`config.mk`:
```
export PLATFORM = sky130hd
export DESIGN_NAME = sqrt_square_recon
export DESIGN_NICKNAME = d
export VERILOG_FILES = /design/src/rtl/sqrt_square_recon.sv
export SDC_FILE = /design/constraint.sdc
export NUM_CORES = 1
export LEC_CHECK = 0
export BUFFER_PORTS_ARGS = -buffer_cell sky130_fd_sc_hd__buf_4
export CORE_MARGIN = 4
export CORE_UTILIZATION = 55
export CTS_CLUSTER_DIAMETER = 120
export DETAILED_ROUTE_END_ITERATION = 8
export HOLD_SLACK_MARGIN = 0.06
export PLACE_DENSITY = 0.74
export SLEW_MARGIN = 20
export SYNTH_ARGS = -nofsm -noshare
export SYNTH_HDL_FRONTEND = slang
export SYNTH_SLANG_ARGS = --single-unit
```
`constraint.sdc`:
```
create_clock -name clk -period 3.25 [get_ports clk]
set_clock_uncertainty 0.1 [all_clocks]
set_input_delay 0.4875 -clock clk [delete_from_list [all_inputs] [get_ports clk]]
set_output_delay 0.4875 -clock clk [all_outputs]
set_load 0.01 [all_outputs]
```
`src/rtl/sqrt_square_recon.sv`:
```
`timescale 1ns/1ps
// -----------------------------------------------------------------------------
// sqrt_square_recon
//
// Rebuilds a 32-bit radicand from the result of the integer square-root block:
// num = root * root (+ rem), saturated at 32 bits. The square is formed by a
// 16-step iterative shift-add multiplier with valid/ready handshakes on both
// the operand side and the result side.
//
// Optional feature macro: SQRT_REM_EN
//   defined   : rem input and rem_err output exist, accumulator preloads rem,
//               ovf reports a sum that did not fit in 32 bits.
//   undefined : rem/rem_err are absent, accumulator preloads 0, ovf is tied 0
//               (root*root never exceeds 32'hFFFE_0001).
//
// Ports:
//   clk        in   1   rising-edge clock
//   rst_n      in   1   asynchronous active-low reset
//   in_valid   in   1   operand present
//   in_ready   out  1   block idle and able to take an operand
//   root       in  16   square root q (sampled only on the accept edge)
//   rem        in  17   remainder r (SQRT_REM_EN only, sampled on accept)
//   out_valid  out  1   num and flags valid
//   out_ready  in   1   downstream takes the result
//   num        out 32   reconstructed radicand, saturated
//   ovf        out  1   true sum exceeded 32 bits
//   rem_err    out  1   r > 2q, not a legal sqrt remainder (SQRT_REM_EN only)
//
// Timing: accept edge E0, shift-add steps on E1..E16, out_valid visible in the
// cycle after E16. in_ready/out_valid are decoded from the state register only.
// -----------------------------------------------------------------------------
module sqrt_square_recon (
  input  logic        clk,
  input  logic        rst_n,
  input  logic        in_valid,
  output logic        in_ready,
  input  logic [15:0] root,
`ifdef SQRT_REM_EN
  input  logic [16:0] rem,
`endif
  output logic        out_valid,
  input  logic        out_ready,
  output logic [31:0] num,
  output logic        ovf
`ifdef SQRT_REM_EN
  ,
  output logic        rem_err
`endif
);

  typedef enum logic [1:0] {
    IDLE = 2'd0,
    CALC = 2'd1,
    DONE = 2'd2
  } state_t;

  state_t      state_r;
  logic [32:0] acc_r;     // 33 bits so the exact sum never wraps
  logic [31:0] mcand_r;   // multiplicand, shifted left every step
  logic [15:0] mplier_r;  // multiplier, shifted right every step
  logic [3:0]  cnt_r;     // step counter, last step at 15
  logic [31:0] num_r;
  logic        ovf_r;
  logic        rem_err_r;

  logic [32:0] acc_init_s;
  logic [32:0] acc_step_s;
  logic        rem_err_s;
  logic        last_step_s;
  logic [31:0] num_sat_s;

  // Accumulator preload and remainder legality check on the incoming operand
  always_comb begin
    acc_init_s = 33'd0;
    rem_err_s  = 1'b0;
`ifdef SQRT_REM_EN
    acc_init_s = {16'd0, rem};
    // A legal remainder satisfies r <= 2q; both sides are 17 bits wide
    if (rem > {root, 1'b0}) begin
      rem_err_s = 1'b1;
    end else begin
      rem_err_s = 1'b0;
    end
`endif
  end

  // One shift-add step: add the shifted multiplicand when the multiplier LSB is set
  always_comb begin
    acc_step_s = acc_r;
    if (mplier_r[0]) begin
      acc_step_s = acc_r + {1'b0, mcand_r};
    end else begin
      acc_step_s = acc_r;
    end
  end

  // Final-step detect and saturation of the value the accumulator is about to hold
  always_comb begin
    last_step_s = (cnt_r == 4'd15);
    num_sat_s   = acc_step_s[31:0];
    if (acc_step_s[32]) begin
      num_sat_s = 32'hFFFF_FFFF;
    end else begin
      num_sat_s = acc_step_s[31:0];
    end
  end

  // Control FSM: IDLE accepts, CALC runs 16 steps, DONE holds until drained
  always_ff @(posedge clk or negedge rst_n) begin
    if (!rst_n) begin
      state_r <= IDLE;
    end else begin
      case (state_r)
        IDLE: begin
          if (in_valid) begin
            state_r <= CALC;
          end
        end
        CALC: begin
          if (last_step_s) begin
            state_r <= DONE;
          end
        end
        DONE: begin
          if (out_ready) begin
            state_r <= IDLE;
          end
        end
        default: begin
          state_r <= IDLE;
        end
      endcase
    end
  end

  // Multiplier datapath: load on accept, one shift-add step per CALC cycle
  always_ff @(posedge clk or negedge rst_n) begin
    if (!rst_n) begin
      acc_r    <= 33'd0;
      mcand_r  <= 32'd0;
      mplier_r <= 16'd0;
      cnt_r    <= 4'd0;
    end else begin
      case (state_r)
        IDLE: begin
          if (in_valid) begin
            acc_r    <= acc_init_s;
            mcand_r  <= {16'd0, root};
            mplier_r <= root;
            cnt_r    <= 4'd0;
          end
        end
        CALC: begin
          acc_r    <= acc_step_s;
          mcand_r  <= {mcand_r[30:0], 1'b0};
          mplier_r <= {1'b0, mplier_r[15:1]};
          cnt_r    <= cnt_r + 4'd1;
        end
        DONE: begin
          acc_r <= acc_r;
        end
        default: begin
          acc_r <= acc_r;
        end
      endcase
    end
  end

  // Result registers: loaded on the last CALC step, held until the next result
  always_ff @(posedge clk or negedge rst_n) begin
    if (!rst_n) begin
      num_r <= 32'd0;
      ovf_r <= 1'b0;
    end else begin
      if ((state_r == CALC) && last_step_s) begin
        num_r <= num_sat_s;
        ovf_r <= acc_step_s[32];
      end
    end
  end

  // Remainder flag: captured with the operand so it describes the same result
  always_ff @(posedge clk or negedge rst_n) begin
    if (!rst_n) begin
      rem_err_r <= 1'b0;
    end else begin
      if ((state_r == IDLE) && in_valid) begin
        rem_err_r <= rem_err_s;
      end
    end
  end

  assign in_ready  = (state_r == IDLE);
  assign out_valid = (state_r == DONE);
  assign num       = num_r;

`ifdef SQRT_REM_EN
  assign ovf     = ovf_r;
  assign rem_err = rem_err_r;
`else
  // Without a remainder the square cannot overflow; these stay unobservable
  logic unused_s;
  assign unused_s = ovf_r ^ rem_err_r;
  assign ovf      = 1'b0;
`endif

endmodule

```
Word level (Yosys, flattened, before mapping)
Index checks and enable logic that the tools add are counted.
{"block": "classes", "eq_ne": 6, "muxes": 14, "addsub": 2, "n_reduce_logical": 5}
{"operator": "two-way mux 33 bit", "count": 2}
{"operator": "case mux 33 bit (2 select lines)", "count": 1}
{"operator": "two-way mux 32 bit", "count": 2}
{"operator": "case mux 32 bit (2 select lines)", "count": 1}
{"operator": "adder 33 x 32 -> 33 bit", "count": 1}
{"operator": "case mux 16 bit (2 select lines)", "count": 1}
{"operator": "two-way mux 16 bit", "count": 1}
{"operator": "case mux 4 bit (2 select lines)", "count": 1}
{"operator": "two-way mux 2 bit", "count": 3}
{"operator": "case mux 2 bit (3 select lines)", "count": 1}
{"operator": "adder 4 x 1 -> 4 bit (second input constant)", "count": 1}
{"operator": "== test 4 bit (second input constant)", "count": 1}
{"operator": "two-way mux 4 bit", "count": 1}
{"operator": "inequality test 2 bit (second input constant)", "count": 2}
{"operator": "AND reduction 3 bit", "count": 1}
{"operator": "== test 2 x 1 -> 1 bit (second input constant)", "count": 1}
{"operator": "== test 2 bit (second input constant)", "count": 1}
{"operator": "zero test 2 bit", "count": 1}
{"operator": "inequality test 2 x 1 -> 1 bit (second input constant)", "count": 1}
{"operator": "AND reduction 2 bit", "count": 1}
{"operator": "nonzero test 2 bit", "count": 1}
{"operator": "logical AND 1 bit", "count": 1}
{"block": "totals", "wordCells": 33, "output_inout_bits": 35, "in_bits": 20, "reg_bits": 119}

Logic depth before layout (Yosys ltp)
{"block": "depth", "depth_word": 3, "depth_mapped": 11}

Worst setup path before layout
OpenSTA, ideal clock, no wires.
{"block": "synth_timing", "path_type": "register to register", "start": "register acc_r[0]", "end": "register acc_r[30]", "synth_period_minus_slack_ps": 2872, "t_required_ps": 3067, "path_stages_with_launch": 11, "t_arrival_ps": 2689, "setup_slack_ps": 378, "path_cell_list": "dfrtp_1 > ha_1 > fa_1 > a211oi_1 > o211ai_2 > nand4_2 > nand2_1 > a211o_1 > o31ai_1 > mux2_2 > o21ai_0"}
{"block": "synth_via", "elab_chain_len": 3}
{"element": "from (decl)", "line_no": "58", "source": "logic [32:0] acc_r;"}
{"element": "from (signal assigned)", "line_no": "147", "source": "acc_r <= acc_init_s;"}
{"element": "from (signal assigned)", "line_no": "154", "source": "acc_r <= acc_step_s;"}
{"element": "from (signal assigned)", "line_no": "160", "source": "acc_r <= acc_r;"}
{"element": "adder 33 x 32 -> 33 bit", "line_no": "91", "source": "acc_step_s = acc_r + {1'b0, mcand_r};"}
{"element": "two-way mux 33 bit", "line_no": "90", "source": "if (mplier_r[0]) begin"}
{"element": "case mux 33 bit (2 select lines)", "line_no": "144", "source": "case (state_r)"}
Every way passes these cells.
A chain may end at the register's enable or synchronous reset.

Worst setup path in the final report
{"block": "layout_timing", "start": "register mcand_r[14]", "end": "register acc_r[29]"}
{"block": "layout_via", "elab_chain_len": 3}
{"element": "from (decl)", "line_no": "59", "source": "logic [31:0] mcand_r;"}
{"element": "from (signal assigned)", "line_no": "148", "source": "mcand_r <= {16'd0, root};"}
{"element": "from (signal assigned)", "line_no": "155", "source": "mcand_r <= {mcand_r[30:0], 1'b0};"}
{"element": "adder 33 x 32 -> 33 bit", "line_no": "91"}
{"element": "two-way mux 33 bit", "line_no": "90"}
{"element": "case mux 33 bit (2 select lines)", "line_no": "144"}
Every way passes these cells.

==> results.ini <==
[outcome]
outcome=finished clean

[die]
initial_core_util_pct=57.1
rows=40
core_mm2=0.0122
die_w_um=120
dieHeight_um=120
dieArea_mm2=0.0145
pin_count=55

[synthesis]
ys.flop_type=dfrtp_1
async_reset_ff_share_pct=100
synth_cells=759
synth_edf_count=0
ys_seq_elements=119
yosys.area.top_type=dfrtp_1
ys_seq_area_share_pct=42.9
synthesis.area_mm2=0.00694
synth_fp_nets=813
synth_top_area_share_pct=42.9
synth.avg_cell_area_um2=9.14
synthTopCellsByArea=dfrtp_1 43%, ha_1 5.9%, o21ai_0 5.7%
ys_types=63
synth.yosys.warnings=0

[timing]
rsz0062_at_grt=no
finalMaxSlewViolations=0
layout_setup_ws_ns=0.200
tns_ns=0
hold_viol=0
max_slew.worst_pin.slew_ns=0.665
fmax_mhz=328
finalCriticalPeriod_ns=3.05
setup_viol=0
fin_crit_sh_pct=93.8
slew-limit-headroom_pct=54.5

[finish]
nets=854
finalInstanceArea_mm2=0.00818
multiInputGateArea_mm2=0.00372
fill_cells=990
drive_above_1_share_pct=14.5
seq_area_mm2=0.00298
antenna_cells=0
fin_util_pct=67.3
stdcell_count=981
syn_to_final_growth_pct=17.9

[setup_path]
path_max_fanout=8
reg2reg_to=acc_r[29]$_DFFE_PN0P_
crit_path_start_kind=flop
r2r_start=mcand_r[14]$_DFFE_PN0P_
r2r_slack_ns=0.20
worstRegToRegCells=9
critical_path_class=flop to flop
cp_data_arrival_time_ns=3.25
required_ns=3.45
cp-end-kind=flop

[power_and_ir_drop]
internal_power_uw=5230
sw_frac_of_total_pct=41.1
clkPwrFrac_pct=23.4
combPwrFrac_pct=47.4
switchingPower_uw=3650
power_density_mw_per_mm2=1090
irDropWorstVdd_mv=0.599
cellLeakagePower_uw=0.00360
pwr-share-seq_pct=29.2

[route]
drcViolationCount=0
ant_nets=0
vias=6020
wl_mm=18.2
routed_via_density=6.14
wl_per_cell_um=18.6
drt_iter0_markers=447
drt-pass1-iter-count=5

[placed_design]
placed_area_mm2=0.00750
dp_slack_ns=0.147
place_congestion=0.907
placed_cells=948
dp_hpwl_mm=12.7
io_buffers=53

[hold_path]
hold_end=state_r[1]$_DFFE_PN0P_
hold_depth=2
hold_path.class=input pin to flop
worstHoldStart=out_ready

[clock_tree]
cts.sinks=119
clk_pin_slew_ns=0.06
cts_tree=yes
cts.path.max_buffers=2
cts_made_buffers=17
clock_latency_ns=0.43
cts_root_buf=clkbuf_16
postCtsSetupRepairBufs=0
htreeDepth=4

[grt]
grt_antenna_before_repair=0
grt_usage_pct=26.3
grt_start_max_net_pins=61
grt_pass1_vias=5820
grt_pass1_wl_mm=30.1
grt-ovfl-total=0

[job]
maxCapViolCount=0

[cell families (layout without fill, tap and decap cells)]
logic type / count (synthesis) / count (layout) / synth area share [%]
flops: 119 / 119 / 42.9
xor+xnor: 24 / 24 / 3.03
simple gates: 217 / 217 / 13.9
other cells: 1 / 1 / 0.0540
mux: 24 / 24 / 3.50
fa+ha+maj: 34 / 34 / 6.24
buf+inv: 61 / 115 / 3.88
compound gates: 279 / 279 / 26.5
[worst max path at each step]
stage                            start               endpoint  slack [ns]
2_1_floorplan     acc_r[0]$_DFFE_PN0P_  acc_r[30]$_DFFE_PN0P_        0.38
3_3_place_gp      acc_r[0]$_DFFE_PN0P_  acc_r[30]$_DFFE_PN0P_        0.21
3_5_place_dp      acc_r[0]$_DFFE_PN0P_  acc_r[30]$_DFFE_PN0P_        0.15
4_1_cts           acc_r[0]$_DFFE_PN0P_  acc_r[30]$_DFFE_PN0P_        0.11
5_1_grt           acc_r[1]$_DFFE_PN0P_  acc_r[29]$_DFFE_PN0P_        0.05
6_report       mcand_r[14]$_DFFE_PN0P_  acc_r[29]$_DFFE_PN0P_        0.20
[repair_timing]
action,CTS,global route
setup endpoints to repair,0,19
hold buffers,1,0
endpoints found under the hold margin,47,0
gates resized for setup,0,4
[per-stage QoR]
step / hold WS (ns) / total power (µW)
2_1_floorplan: 0.0919 / 5440
3_3_place_gp: 0.366 / 6630
3_5_place_dp: 0.371 / 6750
4_1_cts: 0.139 / 8880
5_1_grt: 0.159 / 9500
6_report: 0.146 / 8880
[cell usage after synthesis (4+ instances only)]
cell	instances
a211oi_1	6
a21o_1	10
a21oi_1	45
a22o_1	22
a22oi_1	30
a31oi_1	36
and3_1	5
buf_1	4
buf_2	4
buf_6	4
clkbuf_1	36
dfrtp_1	119
ha_1	33
inv_1	11
mux2i_1	22
nand2_1	102
nand2b_1	7
nand3_1	11
nand4_1	4
nor2_1	56
nor2b_1	4
nor3_1	9
o211ai_1	5
o21a_1	5
o21ai_0	79
o31ai_1	6
or2_2	4
xnor2_1	13
xor2_1	11
[critical path, cell delays in order (launching register included)]
cell and delay [ns]:
dfrtp_1 0.41, ha_1 0.45, nand2_1 0.19, or4_1 0.57
o22ai_1 0.17, a31oi_1 0.12, a21boi_0 0.39, a211oi_1 0.16
xor2_1 0.25, o21ai_0 0.12
[final cells by class]
cell class	instances	area share (%)
Clock buffer	24	5.89
Timing Repair Buffer	72	7.14
Inverter	11	0.505
Multi-Input combinational cell	579	45.5
Clock inverter	8	2.05
Tap cell	168	2.57
Sequential cell	119	36.4
[metal layers]
metal / GRT usage, % / up-vias / part of all wire [%]
li1: - / 2881 / -
met1: 35.3 / 2895 / 44
met2: 40.9 / 199 / 47
met3: 5.29 / 45 / 5.6
met4: 12.5 / 0 / 3.2
met5: 0 / - / 0
[flip-flops by register name, indices dropped and copies added, names as in the netlist]
register,count
cnt_r,4
num,32
acc_r,33
state_r,2
mcand_r,32
mplier_r,16
[power by group through the flow]
stage / clock, µW / combinational (µW) / sequential (µW)
6_report: 2080 / 4210 / 2590
5_1_grt: 2180 / 4650 / 2670
4_1_cts: 2110 / 4180 / 2580
3_5_place_dp: 0 / 4150 / 2600
3_3_place_gp: 0 / 4060 / 2570
2_1_floorplan: 0 / 2870 / 2570
[cell usage in the layout (no fill, tap or decap), types with 4 or more instances in the layout]
cell	instances
a21oi_1	45
clkbuf_16	17
clkbuf_1	4
mux2i_1	22
or2_2	4
a22o_1	22
and3_1	5
nand3_1	11
xnor2_1	13
buf_4	67
bufinv_16	5
a22oi_1	30
nor3_1	9
a211oi_1	5
o31ai_1	5
o211ai_1	5
xor2_1	11
nor2_1	55
o21ai_0	79
a31oi_1	36
o21a_1	5
nand2b_1	7
inv_1	11
dfrtp_1	119
ha_1	33
a21o_1	10
nand2_1	102
nand4_1	4
Power figures use the tool's default switching activity.
